<file path="config.mk">
export PLATFORM = sky130hd
export DESIGN_NAME = campfire_ctrl
export DESIGN_NICKNAME = d
export VERILOG_FILES = /design/src/rtl/campfire_ctrl.sv
export SDC_FILE = /design/constraint.sdc
export NUM_CORES = 1
export LEC_CHECK = 0
export BUFFER_PORTS_ARGS = -buffer_cell sky130_fd_sc_hd__buf_2
export CORE_MARGIN = 2
export CORE_UTILIZATION = 40
export CTS_CLUSTER_SIZE = 14
export DETAILED_ROUTE_END_ITERATION = 12
export PLACE_DENSITY = 0.68
export SLEW_MARGIN = 15
export SYNTH_ARGS = -nofsm -noshare
export SYNTH_HDL_FRONTEND = slang
export SYNTH_SLANG_ARGS = --single-unit
</file>
<file path="constraint.sdc">
create_clock -name sim_clk -period 5.61 [get_ports sim_clk]
set_input_delay 0.561 -clock sim_clk [delete_from_list [all_inputs] [get_ports sim_clk]]
set_output_delay 0.561 -clock sim_clk [all_outputs]
set_load 0.01 [all_outputs]
</file>
<file path="src/rtl/campfire_ctrl.sv">
// campfire_ctrl: campfire checkpoint controller.
// A single overlap comparator is time-shared across N campfires by a
// round-robin scanner that runs while the player is alive and idle. A hit
// on a campfire other than the current checkpoint latches it as the new
// respawn point. A death runs fade-out, a one-cycle teleport strobe, and
// fade-in, then waits for the player to come back to life.
// Optional build macro: CAMPFIRE_HEAL_EN adds heal_pulse, a periodic strobe
// issued while the player stands on the active campfire.
module campfire_ctrl #(
  parameter int          N           = 4,
  parameter int          IDX_W       = 2,
  parameter logic [19:0] DEFAULT_POS = 20'h0A_0C8,
  parameter int          HEAL_PERIOD = 30
) (
  input  logic              sim_clk,
  input  logic              reset,
  input  logic              frame_tick,
  input  logic [19:0]       playerPos,
  input  logic [20*N-1:0]   camp_xy,
  input  logic [19:0]       camp_size,
  input  logic              player_dead,
  output logic              respawn_pulse,
  output logic [19:0]       respawn_pos,
  output logic              checkpoint_valid,
  output logic [IDX_W-1:0]  active_idx,
  output logic              activate_pulse,
  output logic [3:0]        fade_level,
  output logic              busy
`ifdef CAMPFIRE_HEAL_EN
  ,
  output logic              heal_pulse
`endif
);

  typedef enum logic [2:0] {
    S_IDLE,
    S_FADE_OUT,
    S_TELEPORT,
    S_FADE_IN,
    S_WAIT_ALIVE
  } state_t;

  // The index space is padded to a power of two so any scan_idx value
  // selects a defined entry; unused slots read as zero and are never scanned.
  localparam int SLOTS = 1 << IDX_W;

  state_t           state_q, state_d;
  logic [3:0]       fade_q, fade_d;
  logic [IDX_W-1:0] scan_idx_q, scan_idx_d;
  logic [IDX_W-1:0] active_idx_q;
  logic [19:0]      respawn_pos_q;
  logic             valid_q;
  logic             activate_q, activate_d;

  logic [19:0]      camp_arr [SLOTS];
  logic [19:0]      cur_camp;
  logic [9:0]       px, py, cx, cy;
  logic [10:0]      x_hi, y_hi;
  logic             scan_hit;

  genvar gi;
  generate
    for (gi = 0; gi < SLOTS; gi++) begin : g_camp
      if (gi < N) begin : g_used
        assign camp_arr[gi] = camp_xy[20*gi +: 20];
      end else begin : g_pad
        assign camp_arr[gi] = 20'd0;
      end
    end
  endgenerate

  // Shared comparator: inclusive box test on the campfire under scan.
  // Upper bounds are 11 bits wide so a box running past 1023 still covers
  // the right/bottom edge instead of wrapping.
  always_comb begin
    cur_camp = camp_arr[scan_idx_q];
    px       = playerPos[19:10];
    py       = playerPos[9:0];
    cx       = cur_camp[19:10];
    cy       = cur_camp[9:0];
    x_hi     = {1'b0, cx} + {1'b0, camp_size[19:10]};
    y_hi     = {1'b0, cy} + {1'b0, camp_size[9:0]};
    scan_hit = (px >= cx) && ({1'b0, px} <= x_hi) &&
               (py >= cy) && ({1'b0, py} <= y_hi);
  end

  // Scanner advance and activation decision; a death in the same cycle
  // wins over a hit so the checkpoint never moves once dying has begun.
  always_comb begin
    scan_idx_d = scan_idx_q;
    activate_d = 1'b0;
    if (state_q == S_IDLE) begin
      if (scan_idx_q == IDX_W'(N - 1)) begin
        scan_idx_d = '0;
      end else begin
        scan_idx_d = scan_idx_q + 1'b1;
      end
      activate_d = !player_dead && scan_hit &&
                   (!valid_q || (scan_idx_q != active_idx_q));
    end
  end

  // Respawn sequencer next state, fade level and status outputs. A tick
  // arriving on a transition cycle is ignored because only the state being
  // left looks at it.
  always_comb begin
    state_d       = state_q;
    fade_d        = fade_q;
    respawn_pulse = 1'b0;
    busy          = (state_q != S_IDLE);
    case (state_q)
      S_IDLE: begin
        if (player_dead) begin
          state_d = S_FADE_OUT;
        end
      end
      S_FADE_OUT: begin
        if (frame_tick) begin
          fade_d = (fade_q == 4'd15) ? 4'd15 : fade_q + 4'd1;
          if (fade_d == 4'd15) begin
            state_d = S_TELEPORT;
          end
        end
      end
      S_TELEPORT: begin
        respawn_pulse = 1'b1;
        state_d       = S_FADE_IN;
      end
      S_FADE_IN: begin
        if (frame_tick) begin
          fade_d = (fade_q == 4'd0) ? 4'd0 : fade_q - 4'd1;
          if (fade_d == 4'd0) begin
            state_d = S_WAIT_ALIVE;
          end
        end
      end
      S_WAIT_ALIVE: begin
        if (!player_dead) begin
          state_d = S_IDLE;
        end
      end
      default: begin
        state_d = S_IDLE;
      end
    endcase
  end

  // State, scanner and checkpoint registers. The checkpoint only moves
  // from IDLE, which keeps respawn_pos and active_idx frozen while busy.
  always_ff @(posedge sim_clk) begin
    if (reset) begin
      state_q       <= S_IDLE;
      fade_q        <= 4'd0;
      scan_idx_q    <= '0;
      active_idx_q  <= '0;
      respawn_pos_q <= DEFAULT_POS;
      valid_q       <= 1'b0;
      activate_q    <= 1'b0;
    end else begin
      state_q    <= state_d;
      fade_q     <= fade_d;
      scan_idx_q <= scan_idx_d;
      activate_q <= activate_d;
      if (activate_d) begin
        active_idx_q  <= scan_idx_q;
        respawn_pos_q <= cur_camp;
        valid_q       <= 1'b1;
      end
    end
  end

  assign respawn_pos      = respawn_pos_q;
  assign checkpoint_valid = valid_q;
  assign active_idx       = active_idx_q;
  assign activate_pulse   = activate_q;
  assign fade_level       = fade_q;

`ifdef CAMPFIRE_HEAL_EN
  localparam int HCW = $clog2(HEAL_PERIOD + 1);

  logic           on_active_q, on_active_d;
  logic [HCW-1:0] heal_cnt_q, heal_cnt_d;
  logic           heal_pulse_q, heal_pulse_d;

  // Standing-on-checkpoint flag: refreshed whenever the active campfire is
  // rescanned, set by a fresh activation, dropped outside IDLE. The heal
  // counter runs on frame ticks only while that flag holds.
  always_comb begin
    on_active_d  = on_active_q;
    heal_cnt_d   = heal_cnt_q;
    heal_pulse_d = 1'b0;
    if (state_q != S_IDLE) begin
      on_active_d = 1'b0;
    end else if (activate_d) begin
      on_active_d = 1'b1;
    end else if (valid_q && (scan_idx_q == active_idx_q)) begin
      on_active_d = scan_hit;
    end
    if ((state_q != S_IDLE) || !on_active_q) begin
      heal_cnt_d = '0;
    end else if (frame_tick) begin
      if (heal_cnt_q == HCW'(HEAL_PERIOD - 1)) begin
        heal_cnt_d   = '0;
        heal_pulse_d = 1'b1;
      end else begin
        heal_cnt_d = heal_cnt_q + 1'b1;
      end
    end
  end

  // Heal registers.
  always_ff @(posedge sim_clk) begin
    if (reset) begin
      on_active_q  <= 1'b0;
      heal_cnt_q   <= '0;
      heal_pulse_q <= 1'b0;
    end else begin
      on_active_q  <= on_active_d;
      heal_cnt_q   <= heal_cnt_d;
      heal_pulse_q <= heal_pulse_d;
    end
  end

  assign heal_pulse = heal_pulse_q;
`endif

endmodule

</file>
==> out/summary.txt <==
final hold vios: 0
Clk pin slew, worst setup/hold paths: 70 ps
CP Data Arrival Time: 5250 ps
top post-synthesis cells by count: ha_1 (63), a21oi_1 (47), dfxtp_1 (33), inv_1 (33), o21ai_0 (29)
Pwr Density: 223 nW/um2
vias in the first global route: 3751
worst clock skew: 2.21 ps
Cell variety after synth: 54
top cell type's share of synthesized area: 21.3%
CTS resizes: 0
Gate power share: 57.1%
worst hold path depth: 1
Seq pwr share: 25.4%
outcome: finished clean
Sw Ratio: 41.5%
# Max-Cap Violations: 0
Port Buffers: 153
multi-input logic area: 2820 um2
post-synthesis sequential area ratio: 17.8%
maximum vdd drop: 102 uV
Post-synth EDFFs: 0
final-layout fill cell count: 910
area of the core: 9110 um2
I/O pin cnt: 154
Die Height: 100 um
RSZ-0062 raised after global routing: false
FF/Latch Area: 662 um2
cell-internal power: 605 uW
setup ws final: 542 ps
clk root buf: clkbuf_8
Synth area leader: ha_1
syn avg cell area: 8.62 um2
first-pass GRT wire length: 17200 um
Syn Inst Count: 430
largest net degree at the start of global routing: 34
detailed-router iteration count before antenna repair: 4
CTS Buffer Depth: 2
Slew @ Worst Pin: 667 ps
Layout Utilization: 51.0%
gr ovfl total: 0
cell row count: 35
post-route ant nets: 0
die width: 100 um
Initial DRC Count: 135
initial core utilization: 40.7%
Slew headroom: 55.5%
setup_tns: 0 ps
Worst EP required: 5790 ps
Setup CP Type: flop to flop
FF-to-FF setup slack: 540 ps
fmax: 0.197 GHz
P_sw: 430 uW
H-tree depth: 2
antenna violations before repair: 0
Post-Place Setup Slack: 540 ps
DPL Wire Length: 9130 um
CP Capture Type: flop
Slew Viols, Final: 0
die area: 10100 um2
GPL Wtd Cong: 0.883
Overall Global Routing Usage: 21.2%
top area cells in the synthesized netlist: ha_1 (21%), dfxtp_1 (18%), mux4_2 (12%), a21oi_1 (6.3%), o21ai_0 (3.9%)
mapped cell area: 3710 um2
total wire length: 10800 um
share of cells above drive strength 1: 33.6%
Design Power: 1030 uW
Async SR Flop Fraction: 0%
clock network power share: 17.5%
Worst Hold Class: flop to flop
top-count cell post-synth: ha_1
detailed-route wire length per cell: 15.8 um
Area Growth Syn to Fin: 25.3%
CTS tree: done
#FFs+latches synth: 33
CP Max Fanout: 12
fin crit period: 5070 ps
leak pwr: 0.00224 uW
post-CTS setup buffers: 0
Post-synth top flop: dfxtp_1
crit start category: flop
FF-to-FF path depth: 18
NumNets Final: 763
post-synth net total: 619
CTS buffer count: 5
clock sinks: 33
Remaining DRCs: 0
Ys Warns: 0
worst skew pair latency: 290 ps
part of the cycle the worst path needs: 90.3%
Final setup viols: 0
Post-CTS Hold Buffers: 0
antenna cells: 0
vias per cell: 5.52
via count: 3787
## cell families (layout without fill, tap and decap cells)
logic type	after synthesis	count (layout)	synth area share [%]
compound gates	125	125	21.2
simple gates	113	113	16.0
fa+ha+maj	65	65	22.3
buf+inv	55	200	6.04
flops	33	33	17.8
mux	22	22	12.7
xor+xnor	17	17	4.01
## critical path: stages (launching register included)
cell	delay (ps)
dfxtp_2	540
mux4_2	600
ha_1	300
a21o_1	180
a21oi_1	210
o21bai_1	110
a2111oi_0	540
o31ai_1	140
a21oi_1	190
xor2_1	180
ha_1	280
nand3_1	100
nor3_1	50
a2111oi_0	420
o21ai_1	170
nand4_1	350
buf_4	250
nor3_1	60
a211o_1	290
## through the flow
step,hold slack [ps],instances,cell area [um2]
2_1_floorplan,482,430,3710
3_3_place_gp,444,678,4560
3_5_place_dp,449,678,4560
4_1_cts,462,686,4650
5_1_grt,480,686,4650
6_report,462,686,4650
## final cells by class
class | count | share of cell area [%]
clock buffers | 5 | 1.48
clock inverters | 3 | 0.377
inverters | 33 | 2.67
multi-input cells | 342 | 60.8
flip-flops and latches | 33 | 14.2
well taps | 111 | 2.99
repair buffers | 159 | 17.5
## power by group through the flow
stage | clock network [uW] | registers [uW] | logic [uW]
finish | 181 | 262 | 591
global route | 198 | 265 | 662
CTS | 187 | 263 | 592
detailed placement | 0 | 268 | 588
global placement | 0 | 268 | 568
floorplan | 0 | 263 | 429
## flip-flops by register name (all words and copies together) (netlist names)
register / cells
activate_pulse: 1
active_idx: 2
checkpoint_valid: 1
fade_level: 4
respawn_pos: 20
scan_idx_q: 2
state_q: 3
## final timing paths
path	end	startpoint
hold reg to reg	respawn_pos[3]	respawn_pos[3]
hold / removal	respawn_pos[3]	respawn_pos[3]
setup reg to reg	respawn_pos[15]	scan_idx_q[0]
setup / recovery	respawn_pos[15]	scan_idx_q[0]
## layout by cell type, fill, tap and decap left out, types with 2 or more instances in the layout
master	count
a2111oi_0	4
a211o_1	6
a211oi_1	3
a21o_1	10
a21oi_1	47
a311oi_1	2
a31oi_1	3
and3_1	2
buf_2	153
buf_4	6
clkbuf_8	5
clkinv_2	2
dfxtp_1	32
fa_1	2
ha_1	63
inv_1	33
mux2i_1	2
mux4_2	20
nand2_1	15
nand2b_1	7
nand3_1	27
nand3b_1	3
nand4_1	7
nor2_1	20
nor2b_1	4
nor3_1	15
nor4_1	2
o211ai_1	2
o21a_1	4
o21ai_0	29
o21ai_1	3
o21bai_1	2
o31ai_1	2
or4_1	2
xnor2_1	5
xor2_1	12
## per-layer routing
metal	vias to the layer above	GRT usage (%)	share of wire, %
li1	1900	-	-
met1	1758	25.7	43
met2	116	38.3	50
met3	13	3.97	6.0
met4	0	5.80	1.4
met5	-	0	0
(Power assumes the default switching activity.)
